--- src/rtl/multiword_add_sequencer.sv ---
// Chunk-serial wide adder: one CHUNK_W carry stage, LSB chunk first; `MWADD_SUB_EN adds i_sub (A - B).
// Latency: N_CHUNKS cycles from accept to o_valid; one more cycle in DONE when i_ready is high.
// Backpressure: o_ready only in IDLE; i_ready low holds DONE with o_result stable.
module multiword_add_sequencer #(
    parameter int CHUNK_W  = 16,
    parameter int N_CHUNKS = 4,
    localparam int OP_W    = CHUNK_W * N_CHUNKS
) (
    input  logic            i_clk,
    input  logic            i_rst,
    input  logic            i_valid,
    output logic            o_ready,
    input  logic [OP_W-1:0] i_add1,
    input  logic [OP_W-1:0] i_add2,
    output logic            o_valid,
    input  logic            i_ready,
    output logic [OP_W:0]   o_result,
    output logic            o_busy
`ifdef MWADD_SUB_EN
    ,
    input  logic            i_sub
`endif
);

    localparam int IDX_W = (N_CHUNKS > 1) ? $clog2(N_CHUNKS) : 1;
    localparam logic [IDX_W-1:0] LAST_IDX = IDX_W'(N_CHUNKS - 1);

    typedef enum logic [1:0] {
        IDLE = 2'd0,
        RUN  = 2'd1,
        DONE = 2'd2
    } state_t;

    state_t            state_q;
    state_t            state_d;
    logic [OP_W-1:0]   a_q;
    logic [OP_W-1:0]   b_q;
    logic              carry_q;
    logic [IDX_W-1:0]  idx_q;
    logic [OP_W:0]     result_q;

    logic              sub_in;
    logic              last_chunk;
    int unsigned       base;
    logic [OP_W-1:0]   a_shift;
    logic [OP_W-1:0]   b_shift;
    logic [CHUNK_W:0]  chunk_sum;

`ifdef MWADD_SUB_EN
    assign sub_in = i_sub;
`else
    assign sub_in = 1'b0;
`endif

    assign last_chunk = (idx_q == LAST_IDX);

    // Single carry-chain stage shared by every chunk.
    always_comb begin
        base      = 32'(idx_q) * CHUNK_W;
        a_shift   = a_q >> base;
        b_shift   = b_q >> base;
        chunk_sum = {1'b0, a_shift[CHUNK_W-1:0]}
                  + {1'b0, b_shift[CHUNK_W-1:0]}
                  + {{CHUNK_W{1'b0}}, carry_q};
    end

    always_ff @(posedge i_clk or posedge i_rst) begin
        if (i_rst) begin
            state_q <= IDLE;
        end else begin
            state_q <= state_d;
        end
    end

    always_comb begin
        state_d = state_q;
        unique case (state_q)
            IDLE:    if (i_valid)    state_d = RUN;
            RUN:     if (last_chunk) state_d = DONE;
            DONE:    if (i_ready)    state_d = IDLE;
            default:                 state_d = IDLE;
        endcase
    end

    always_comb begin
        o_ready = 1'b0;
        o_valid = 1'b0;
        o_busy  = 1'b0;
        unique case (state_q)
            IDLE:    o_ready = 1'b1;
            RUN:     o_busy  = 1'b1;
            DONE: begin
                o_valid = 1'b1;
                o_busy  = 1'b1;
            end
            default: o_ready = 1'b0;
        endcase
    end

    // Subtraction stores ~B and seeds the carry with 1 (two's complement).
    always_ff @(posedge i_clk or posedge i_rst) begin
        if (i_rst) begin
            a_q      <= '0;
            b_q      <= '0;
            carry_q  <= 1'b0;
            idx_q    <= '0;
            result_q <= '0;
        end else begin
            unique case (state_q)
                IDLE: begin
                    if (i_valid) begin
                        a_q     <= i_add1;
                        b_q     <= sub_in ? ~i_add2 : i_add2;
                        carry_q <= sub_in;
                        idx_q   <= '0;
                    end
                end
                RUN: begin
                    result_q[base +: CHUNK_W] <= chunk_sum[CHUNK_W-1:0];
                    carry_q                   <= chunk_sum[CHUNK_W];
                    if (last_chunk) begin
                        result_q[OP_W] <= chunk_sum[CHUNK_W];
                    end else begin
                        idx_q <= idx_q + 1'b1;
                    end
                end
                default: begin
                end
            endcase
        end
    end

    assign o_result = result_q;

endmodule

--- config.mk ---
export PLATFORM = sky130hd
export DESIGN_NAME = multiword_add_sequencer
export DESIGN_NICKNAME = d
export VERILOG_FILES = /design/src/rtl/multiword_add_sequencer.sv
export SDC_FILE = /design/constraint.sdc
export NUM_CORES = 1
export LEC_CHECK = 0
export ABC_AREA = 0
export CELL_PAD_IN_SITES_DETAIL_PLACEMENT = 1
export CELL_PAD_IN_SITES_GLOBAL_PLACEMENT = 1
export CORE_AREA = 8 8 152 154
export CTS_CLUSTER_SIZE = 28
export DETAILED_ROUTE_END_ITERATION = 10
export DIE_AREA = 0 0 160 162
export PLACE_DENSITY = 0.92
export SLEW_MARGIN = 20
export SYNTH_ARGS = -nofsm -noshare
export SYNTH_HDL_FRONTEND = slang
export SYNTH_SLANG_ARGS = --single-unit
--- constraint.sdc ---
create_clock -name i_clk -period 14.1 [get_ports i_clk]
set_input_delay 2.82 -clock i_clk [delete_from_list [all_inputs] [get_ports i_clk]]
set_output_delay 2.82 -clock i_clk [all_outputs]
set_load 0.005 [all_outputs]
==> summary.md <==
| Metric | Value |
|---|---|
| Critical path's slowest cell | buf_4 |
| Ant. Diodes | 0 |
| Reg2reg start | idx_q[0]$_DFFE_PP0P_ |
| Worst reg2reg endpoint | o_result[63]$_DFFE_PP0P_ |
| Synthesis-to-layout area growth | 31.3% |
| Final min period | 4.83 ns |
| Post-synthesis sequential area ratio | 0.551 |
| Slew @ Worst Pin | 1.04 ns |
| Hold Crit Depth | 2 |
| Library cells used by synthesis | 44 |
| Total CTS buffers | 17 |
| Total Wirelength | 25.8 mm |
| Post-Synth Simple-Gate Area | 0.0337 |
| Cell Area, Synth | 0.00899 mm² |
| Multiplexer area fraction after synthesis | 0.242 |
| Crit-path cells | clkdlybuf4s50_1 > nand2_4 > buf_4 > mux2_2 |
| DR iter-0 viols | 318 |
| CTS tree | yes |
| RSZ-0062 raised after global routing | no |
| DRC viols | 0 |
| Worst-path clk slew | 0.07 ns |
| Avg Inst Size Synth | 14.0 µm² |
| Hold buffer count at CTS | 0 |
| Hold_sp | o_result[62]$_DFFE_PP0P_ |
| Via Count | 6159 |
| Total congestion overflow | 0 |
| Antenna Violating Nets Remaining | 0 |
| CP endpoint kind | flop |
| Clock Tree Buf Depth | 2 |
| CTS root buf | clkbuf_16 |
| Synthesis warning total | 0 |
| Total power | 3.38 mW |
| Worst hold path type | flop to flop |
| Share of layout cells above drive strength 1 | 0.241 |
| Largest net degree at the start of global routing | 123 |
| Number of global-route vias before repair | 7027 |
| Buf/Inv on CP | 2 |
| Mapped Cells | 644 |
| Post CTS Setup Buffer Count | 0 |
| Post-DR wirelength/cell | 23.1 µm |
| First-pass GRT wire length | 40.3 mm |
| Die W | 160 µm |
| Max Cap Viol | 0 |
| Synth Area in Adders | 0.0393 |
| Vias per Instance | 5.51 |
| CTS resizes | 0 |
| Synthesized flop and latch total | 198 |
| Clock Skews | 0.0107 ns |
| Post-DP HPWL | 19.5 mm |
| Fin crit share | 0.343 |
| Worst-Skew Late Latency | 0.44 ns |
| RePlAce Congestion | 0.844 |
| Crit path max fanout | 85 |
| Final setup fails | 0 |
| Worst slew margin | 0.308 |
| Fin. Hold Viols | 0 |
| Max incr delay on CP | 0.87 ns |
| Input/output buffers | 199 |
| Post-synth net total | 803 |
| Maximum vdd drop | 0.222 mV |
| Finished Core Util | 0.570 |
| Die outline area | 0.0259 mm² |
| Pre-Repair DR Iteration Count | 4 |
| P per Cell Area | 286 mW/mm² |
| Global Route Usage Sum | 0.202 |
| Worst Hold End | o_result[62]$_DFFE_PP0P_ |
| Reg2Reg Setup Slack | 9.99 ns |
| Largest family of logic cells by synthesized area | multiplexers |
| Status | finished, final reports clean |
| Complex-gate fraction of the synthesized area | 0.0979 |
| Initial antenna violation count | 0 |
| Leak | 4.97 nW |
| Worst path required time | 14.42 ns |
| Core Region | 0.0207 mm² |
| Die height | 162 µm |
| Slew Viols, Final | 0 |
| Fmax | 207 MHz |
| Row count | 53 |
| Clock sink count | 198 |
| Startpoint types | primary input |
| TNS Setup | 0 ns |
| H-Tree Depth | 4 |
| Initial Util | 0.434 |
| Cells on worst reg2reg path | 9 |
| Final-stage net count | 988 |
| Critical path type | primary input to flop |
| Io pins | 200 |
| Crit path DAT | 5.15 ns |
| Delay-heaviest family, CP | buffers and inverters |
| Post-Synth XOR/XNOR Area | 0.0127 |
==> state kept, by name (all words and copies together) (netlist names) <==
signal / count
o_result: 65
a_q: 64
b_q: 64
idx_q: 2
state_q: 2
carry_q: 1
==> metal layers <==
metal	share of wire	wire length [µm]	vias to the layer above	global-route usage
li1	-	-	2747	-
met1	0.39	10100	3160	0.232
met2	0.53	13600	208	0.358
met3	0.050	1300	44	0.0440
met4	0.030	774	0	0.0854
met5	0	0	-	0
==> power breakdown <==
| group | switching, mW | internal (mW) | total, mW |
|---|---|---|---|
| clock | 0.224 | 0.264 | 0.489 |
| combinational | 1.07 | 0.845 | 1.92 |
| sequential | 0.148 | 0.827 | 0.975 |
| total | 1.44 | 1.94 | 3.38 |
==> area by class of cell <==
cell class,count,area [µm²]
inverters,16,67.6
clock buffers,19,433
well taps,275,344
fillers,2017,8890
repair buffers,203,2020
clock inverters,13,146
multi-input cells,393,3830
flip-flops and latches,198,4960
==> synth_stat cells, drive strengths merged <==
cell type / n / area, µm²
a22o: 44 / 385
nor2: 12 / 45.0
and3: 2 / 12.5
mux2: 129 / 1450
xnor2: 10 / 87.6
fa: 2 / 40.0
o21a: 1 / 7.51
nand2: 42 / 158
xor2: 3 / 26.3
nand3: 2 / 10.0
o2111ai: 1 / 8.76
o211ai: 3 / 22.5
o21bai: 1 / 7.51
or3: 1 / 6.26
a31o: 3 / 26.3
nor3: 3 / 15.0
mux4: 32 / 721
o22ai: 1 / 6.26
clkbuf: 26 / 97.6
a32o: 1 / 10.0
o31ai: 3 / 22.5
o21ai: 28 / 140
inv: 16 / 60.1
buf: 11 / 52.6
a41oi: 2 / 17.5
a31oi: 3 / 25.0
a21o: 6 / 45.0
nor2b: 2 / 12.5
dfrtp: 198 / 4950
a211oi: 2 / 20.0
o41ai: 1 / 8.76
a22oi: 1 / 7.51
a311oi: 1 / 8.76
nand2b: 3 / 18.8
a41o: 1 / 10.0
a221oi: 1 / 15.0
ha: 25 / 313
a21oi: 17 / 85.1
nand4: 4 / 25.0
==> logic make-up after synthesis <==
logic type,Yosys count
mux,161
buf+inv,53
compound gates,121
xor+xnor,13
simple gates,71
flops,198
fa+ha+maj,27
==> how the worst max path moves through the flow <==
| stage | from | end | slack (ns) | depth (start not counted) |
|---|---|---|---|---|
| 2_1_floorplan | i_rst | a_q[0]$_DFFE_PP0P_ | 5.88 | 1 |
| 3_3_place_gp | i_valid | b_q[7]$_DFFE_PP0P_ | 8.86 | 4 |
| 3_5_place_dp | i_valid | b_q[1]$_DFFE_PP0P_ | 8.80 | 4 |
| 4_1_cts | i_valid | b_q[1]$_DFFE_PP0P_ | 9.27 | 4 |
| 5_1_grt | i_valid | b_q[1]$_DFFE_PP0P_ | 9.16 | 4 |
| 6_report | i_valid | b_q[62]$_DFFE_PP0P_ | 9.27 | 4 |
==> per-stage QoR <==
step | area [µm²] | std cells | setup slack (ns) | hold slack (ns)
floorplan | 8990 | 644 | 5.88 | 0.473
global placement | 11200 | 1085 | 8.86 | 0.471
detailed placement | 11200 | 1085 | 8.80 | 0.476
CTS | 11800 | 1117 | 9.27 | 0.495
global route | 11800 | 1117 | 9.16 | 0.516
finish | 11800 | 1117 | 9.27 | 0.489
==> layout by cell type, fill, tap and decap left out, types with 15 or more instances in the layout <==
cell type	netlist	routed
mux4_2	32	32
clkdlybuf4s50_1	0	199
clkbuf_16	0	17
o21ai_0	27	27
a22o_1	44	44
mux2_2	129	129
ha_1	25	25
nand2_1	42	41
dfrtp_1	198	196
inv_1	16	15
a21oi_1	17	17
==> worst reg2reg max path: cells and delay by family (launching register included) <==
family / cells / cell delay, ns
AOI/OAI and AO/OA: 6 / 1.91
adders and majority gates: 1 / 0.44
buffers and inverters: 1 / 0.57
DFF: 1 / 0.34
muxes: 1 / 0.68
No activity file was read; power rests on OpenSTA's default activity.
